$ cat src/rtl/sipo_pkg.sv
// Shared constants and helpers for the serial-in/parallel-out receiver.
package sipo_pkg;

  localparam int SIPO_WIDTH = 4;

  typedef enum bit {
    ORDER_LSB = 1'b0,
    ORDER_MSB = 1'b1
  } bit_order_e;

  function automatic int cnt_w(input int w);
    return $clog2(w);
  endfunction

endpackage

$ cat src/rtl/sipo_shift_core.sv
// Shift register and bit counter: frames serial bits into words and flags completion.
module sipo_shift_core
  import sipo_pkg::*;
#(
  parameter int WIDTH     = SIPO_WIDTH,
  parameter bit MSB_FIRST = 1'b0,
  localparam int CW       = cnt_w(WIDTH)
) (
  input  logic             clk,
  input  logic             clr_n,
  input  logic             sin,
  input  logic             bit_en,
  input  logic             sync,
  output logic [WIDTH-1:0] word,
  output logic             complete,
  output logic [CW-1:0]    bit_cnt
);

  localparam logic [CW-1:0] LAST = CW'(WIDTH - 1);

  logic [WIDTH-1:0] sr_q, sr_d;
  logic [CW-1:0]    cnt_q, cnt_d;

  function automatic logic [WIDTH-1:0] shift_in(input logic [WIDTH-1:0] s, input logic b);
    if (bit_order_e'(MSB_FIRST) == ORDER_MSB) return {s[WIDTH-2:0], b};
    else                                     return {b, s[WIDTH-1:1]};
  endfunction

  always_comb begin
    // NOTE: every combinational output gets a default first so no path leaves it unassigned (no latch).
    sr_d     = sr_q;
    cnt_d    = cnt_q;
    complete = 1'b0;
    if (sync) begin
      // Restart framing; a coinciding bit becomes the first bit of the new word.
      sr_d  = '0;
      cnt_d = '0;
      if (bit_en) begin
        sr_d  = shift_in('0, sin);
        cnt_d = CW'(1);
      end
    end else if (bit_en) begin
      sr_d = shift_in(sr_q, sin);
      if (cnt_q == LAST) begin
        complete = 1'b1;
        cnt_d    = '0;
      end else begin
        cnt_d = cnt_q + 1'b1;
      end
    end
  end

  // The word includes the bit being shifted in on the completion edge.
  assign word    = sr_d;
  assign bit_cnt = cnt_q;

  always_ff @(posedge clk) begin
    // NOTE: sequential state uses non-blocking assignments so all flops update together at the edge.
    if (!clr_n) begin
      sr_q  <= '0;
      cnt_q <= '0;
    end else begin
      sr_q  <= sr_d;
      cnt_q <= cnt_d;
    end
  end

endmodule

$ cat src/rtl/sipo_deserializer.sv
// SIPO receiver top: holding register with valid/ready output and sticky overrun flag.
module sipo_deserializer
  import sipo_pkg::*;
#(
  parameter int WIDTH     = SIPO_WIDTH,
  parameter bit MSB_FIRST = 1'b0,
  localparam int CW       = cnt_w(WIDTH)
) (
  input  logic             clk,
  input  logic             clr_n,
  input  logic             sin,
  input  logic             bit_en,
  input  logic             sync,
  output logic [WIDTH-1:0] dout,
  output logic             dout_valid,
  input  logic             dout_ready,
  output logic             overrun,
  input  logic             ovr_clr,
  output logic [CW-1:0]    bit_cnt,
  output logic             busy
);

  logic [WIDTH-1:0] word;
  logic             complete;

  logic [WIDTH-1:0] dout_q, dout_d;
  logic             valid_q, valid_d;
  logic             ovr_q, ovr_d;
  logic             accept;

  sipo_shift_core #(
    .WIDTH     (WIDTH),
    .MSB_FIRST (MSB_FIRST)
  ) u_core (
    .clk      (clk),
    .clr_n    (clr_n),
    .sin      (sin),
    .bit_en   (bit_en),
    .sync     (sync),
    .word     (word),
    .complete (complete),
    .bit_cnt  (bit_cnt)
  );

  assign accept = valid_q & dout_ready;

  always_comb begin
    dout_d  = dout_q;
    valid_d = valid_q;
    ovr_d   = ovr_q;
    if (accept) valid_d = 1'b0;
    if (ovr_clr) ovr_d = 1'b0;
    if (complete) begin
      if (!valid_q || accept) begin
        dout_d  = word;
        valid_d = 1'b1;
      end else begin
        // Word dropped behind an unconsumed one; setting wins over a clear.
        ovr_d = 1'b1;
      end
    end
  end

  always_ff @(posedge clk) begin
    // NOTE: the holding register is reset too, so dout reads as zero rather than X before the first word.
    if (!clr_n) begin
      dout_q  <= '0;
      valid_q <= 1'b0;
      ovr_q   <= 1'b0;
    end else begin
      dout_q  <= dout_d;
      valid_q <= valid_d;
      ovr_q   <= ovr_d;
    end
  end

  assign dout       = dout_q;
  assign dout_valid = valid_q;
  assign overrun    = ovr_q;
  assign busy       = (bit_cnt != '0);

endmodule

$ cat config.mk
export PLATFORM = sky130hd
export DESIGN_NAME = sipo_deserializer
export DESIGN_NICKNAME = d
export VERILOG_FILES = /design/src/rtl/sipo_pkg.sv /design/src/rtl/sipo_shift_core.sv /design/src/rtl/sipo_deserializer.sv
export SDC_FILE = /design/constraint.sdc
export NUM_CORES = 1
export LEC_CHECK = 0
export BUFFER_PORTS_ARGS = -buffer_cell sky130_fd_sc_hd__buf_2
export CORE_AREA = 2 2 39 41
export CTS_CLUSTER_SIZE = 40
export DETAILED_ROUTE_END_ITERATION = 16
export DIE_AREA = 0 0 41 43
export PLACE_DENSITY = 0.68
export RECOVER_POWER = 100
export SYNTH_ARGS = -nofsm -noshare
export SYNTH_HDL_FRONTEND = slang
export SYNTH_SLANG_ARGS = --single-unit
$ cat constraint.sdc
create_clock -name clk -period 1 [get_ports clk]
set_input_delay 0.3 -clock clk [delete_from_list [all_inputs] [get_ports clk]]
set_output_delay 0.3 -clock clk [all_outputs]
set_load 0.005 [all_outputs]
# --- Word-level counts from Yosys, hierarchy flattened ---
# Cells that the tools add are included.
op_classes:
  eq_ne: 1
  n_addsub: 1
  reduce_logical: 5
  bitwise: 1
  mux: 16
op_table:
  columns: ["operator", "n"]
  rows:
  - ["two-way mux 4 bit", 3]
  - ["two-way mux 1 bit", 10]
  - ["two-way mux 2 bit", 3]
  - ["nonzero test 2 bit", 2]
  - ["adder 2 x 1 -> 2 bit (second input constant)", 1]
  - ["== test 2 bit (second input constant)", 1]
  - ["AND reduction 2 bit", 1]
  - ["bitwise AND 1 bit", 1]
  - ["logical NOT 1 bit", 1]
  - ["logical OR 1 bit", 1]
totals:
  word_cells: 29
  out_inout_bits: 9
  inputBits: 7
  reg_bits: 12

# --- Longest topological paths before layout ---
logic_depth:
  depth_word: 5
  ltp_mapped: 5
  depth_no_buf: 4

# --- By module ---
# Synthesis repeated with hierarchy kept, for this count alone.
hier_totals:
  cells_unflattened: 56
  area_unflattened_um2: 541.8
by_module_without_submodules:
  columns: ["mod", "cells_each", "n_inst", "area_per_inst_um2", "seq_area_each_um2"]
  rows:
  - ["sipo_shift_core", 29, 1, 281.5, 120.1]
  - ["sipo_deserializer", 27, 1, 260.2, 120.1]

# --- Least setup slack after synthesis ---
# Ideal clock, no wire load.
synth_path:
  path_kind: "register -> register"
  start: "reg u_core.cnt_q[1], in the netlist u_core.bit_cnt[1]"
  end: "reg dout_q[0], in the netlist dout[0]"
  n_path_buf: 1
  arrival_time_ns: 1.030
  stages_incl_launch_ff: 6
  setup_time_ns: 0.072
  synth_period_minus_slack_ns: 1.101
  slack_ns: -0.101
  required_time_ns: 0.928
  path_cell_list: "dfxtp_1 > ha_1 > nand3b_4 > nor2b_1 > buf_4 > mux2i_1"
synth_between:
  elab_chain_len: 5
synth_rtl:
  columns: ["element", "line_no", "text"]
  rows:
  - ["start: declaration", "sipo_shift_core.sv:22", "logic [CW-1:0] cnt_q, cnt_d;"]
  - ["start signal: assignment", "sipo_shift_core.sv:64", "cnt_q <= cnt_d;"]
  - ["== test 2 bit", "sipo_shift_core.sv:44", "if (cnt_q == LAST) begin"]
  - ["two-way mux 1 bit", "sipo_shift_core.sv:44", null]
  - ["two-way mux 1 bit", "sipo_shift_core.sv:42", "end else if (bit_en) begin"]
  - ["two-way mux 1 bit", "sipo_shift_core.sv:34", "if (sync) begin"]
  - ["AND reduction 2 bit (no source line)", null, null]
  - ["end signal: assignment", "sipo_deserializer.sv:71", "dout_q <= dout_d;"]
  - ["end: declaration", "sipo_deserializer.sv:26", "logic [WIDTH-1:0] dout_q, dout_d;"]
# No other way between the ends.
# A chain may end at the register's enable or synchronous reset.

# --- Worst setup path after layout ---
layout_path:
  start: "reg u_core.cnt_q[1], in the netlist u_core.bit_cnt[1]"
  end: "out busy"
layout_between:
  elab_chain_len: 1
layout_rtl:
  columns: ["element", "line_no", "text"]
  rows:
  - ["nonzero test 2 bit", "sipo_deserializer.sv:80", "assign busy = (bit_cnt != '0);"]
  - ["end: declaration", "sipo_deserializer.sv:20", "output logic busy"]
# No other way between the ends.

==> impl_results.md <==
- Outcome: finished with violations
- Failing checks: setup timing
- Crit-path leading delay family: flip-flops
- Main combinational cell family by area after synthesis: simple AND/OR/NAND/NOR gates
- Worst setup startpoint: u_core.bit_cnt[1]
- Top cells by area, synth: dfxtp_1 (45%), mux2i_1 (14%), nand2_1 (6.1%)
- Chip Width: slightly above 40 microns
- Die area: between 1500 and 2000 sq um
- Initial antenna violation count: 0
- Final hold violations: 0
- Routed length on met3: slightly below 50 microns
- Number of flops mapped to enable cells by yosys: 0
- Hold Startpoint: sin
- Die height: around 43 microns
- Maximum VDD drop: 0.000519 V
- Highest routed metal layer: met4
- R2R Path End: dout[1]
- Worst hold path class: input pin to flip-flop
- IO buf count: 15
- Site row count: 14
- CP Data Arrival Time: between 0.9 and 1 ns
- Pre-CTS setup slack: -0.0914 ns
- Placed Area: around 650 sq um
- CTS Buf Count: 3
- Critical Path End Type: primary output
- Cell Count, Final, Fillers Out: 92
- Mapped Nets: 60
- Hold path endpoint: dout[3]
- Slowest CP cell: dfxtp_4
- Cells after DPL: between 80 and 90
- First-pass GRT wire length: 1400 microns
- Post-Synthesis Cells: between 50 and 60
- Crit-path max FO: 3
- YS warnings: 0
- Slew Viols, Final: 0
- WL met1: between 300 and 400 microns
- Vias: roughly 400
- Sequential Power Share: between 50 and 60%
- Syn Std Cell Area: roughly 500 sq um
- CP bufs+invs: 3
- Antenna cell count: 0
- Gpl congestion: 0.674
- CTS max path bufs: 2
- XOR/XNOR Fraction of Synth Area: 0%
- Critical path's largest stage delay: about 0.36 ns
- Final WS setup: -0.229 ns
- Commonest cells post-synth: dfxtp_1 (11), nand2_1 (8), mux2i_1 (7), inv_1 (4), nor2_1 (3)
- Nets: between 80 and 90
- Crit-path cells: inv_2 -> ha_4 -> inv_2 -> buf_2
- Relative slew slack: 83.0%
- Gr usage total: around an eighth
- Vias per inst: approximately 4.5
- Mux cell area share after synthesis: between 10 and 15%
- Post-synthesis sequential area ratio: 44.8%
- Final instance area: between 700 and 800 sq um
- Final Cycle Share: 123%
- Layout area overhead: 50.1%
- Simple-gate share of the synthesized area: between 20% and 30%
- Wirelength per Cell: 9.72 microns
- Max_cap viols: 0
- Logic pwr share: roughly 11%
- Crit Path Class: flip-flop to primary output
- Met2 WL: between 400 and 500 microns
- Pwr Density: roughly 1100 nW/um^2
- Routed Antenna Nets: 0
- Final setup fails: 8
- Synth async-reset ratio: 0%
- Clock Sinks: 11
- CTS tree: built
- Fmax: between 0.8 and 0.9 GHz
- Post-layout min period: 1.23 ns
- Hold Path Cell Cnt: 3
- Reg2reg setup slack: -0.20 ns
- Fraction of layout cells with a size suffix above 1: between 50% and 60%
- Syn_area_per_cell: between 9 and 10 sq um
- Clock latency on the worst-skew pair: around 0.26 ns
- Total gr overflow: 0
- H-tree depth: 1
- Total power: ~0.83 mW
- Cell mode on critical path: inv_2
- Sw frac: 22.2%
- Cell-internal power: about 0.65 mW
- Top-area cell type share of the netlist area: between 40% and 50%
- Largest net degree at the start of global routing: 14
- Startpoint Class: flip-flop
- Worst Max-Slew Pin Slew: 0.255 ns
- Initial Utilization: between 30% and 40%
- Core area: roughly 1400 sq um
- Clock Power Share: a little over a third
- Dominant synthesized flop cell: dfxtp_1
- Critical R2R Launch: u_core.bit_cnt[1]
- Required time worst endpoint: 0.70 ns
- First drt pass iteration count: 2
- DR DRC count: 0
- Clock skew: 0.000434 ns
- Clk slew on worst S/H paths: roughly 0.07 ns
- Sw power: between 0.15 and 0.2 mW
- CTS root buffer: clkbuf_4
- Synth area leader: dfxtp_1
- Worst hold margin: about 0.29 ns
- R2R depth: 6
- Distinct cell type count of the synthesized netlist: 20
- I/O pins: 16
- Static Leak: approximately 0.33 nW
- Via count of the first global-routing pass: 382
- Most frequent cell after synthesis: dfxtp_1
- #FFs+latches synth: 11
- Routed Wire Length: just under 900 microns
- Iter 0 DRT Violations: 1
- Compound-Gate Fraction of Synth Area: under 10%
- RSZ-0062 raised after global routing: yes
- Adder-Cell Fraction of Synth Area: 5.09%
==> kinds of logic (layout without fill, tap and decap cells) <==
kind of cell,Yosys count,after routing
simple gates,19,19
flops,11,11
mux,7,7
buf+inv,7,32
fa+ha+maj,2,2
compound gates,5,5
==> per-stage QoR <==
stage,util [%],TNS [ns]
global route,53.3,-1.85
global placement,46.7,-0.364
floorplan,-,-0.0960
CTS,51.7,-1.38
finish,53.3,-1.32
detailed placement,46.7,-0.409
==> power groups by stage <==
stage | sequential (mW) | combinational, mW | clock, mW
floorplan | 0.459 | 0.0406 | 0
global placement | 0.459 | 0.0791 | 0
CTS | 0.447 | 0.0960 | 0.304
detailed placement | 0.460 | 0.0795 | 0
finish | 0.447 | 0.0929 | 0.293
global route | 0.448 | 0.104 | 0.323
==> registers in the layout, indices dropped and copies added, names as in the netlist <==
signal,flops
overrun,1
u_core.bit_cnt,2
dout,4
dout_valid,1
u_core.sr_q,3
==> per-layer routing <==
metal  global-route usage [%]  up-vias
li1                         -      216
met1                     12.7      182
met2                     19.1       10
met3                     4.71        2
met4                     10.0        0
met5                        0        -
==> cell usage in the layout, fill, tap and decap left out, drive strengths merged, types with 2 or more instances in the layout <==
cell type and instances:
a21boi 2, nor2b 2, inv 4, nand2b 2, ha 2, nand2 8
mux2i 7, clkbuf 6, nor2 3, buf 22, dfxtp 11
==> repair_timing <==
item,4_1_cts,5_1_grt
setup buffers,2,0
hold buffers,0,0
resized for setup,13,6
endpoints found under the setup margin,15,16
pin swaps,1,1
==> cell type report <==
cell class                 instances  area, sq um
fill                             124          646
inverter                           4         15.0
timing repair buffer              24          183
tap                               16         20.0
sequential                        11          233
multi-input combinational         33          262
clock buffer                       4         26.3
==> worst register-to-register path, delay by kind of cell (launching register included) <==
family        cells  cell delay, ns
fa+ha+maj         1            0.13
mux               1            0.19
flops             1            0.36
simple gates      2            0.18
buf+inv           2            0.26
==> worst max-delay path by stage <==
stage	endpoint	slack (ns)	depth (start not counted)
2_1_floorplan	dout[0]	-0.02	5
3_3_place_gp	dout[0]	-0.09	5
3_5_place_dp	dout[1]	-0.09	5
4_1_cts	busy	-0.24	4
5_1_grt	busy	-0.27	4
6_report	busy	-0.23	4
Power figures use the tool's default switching activity.
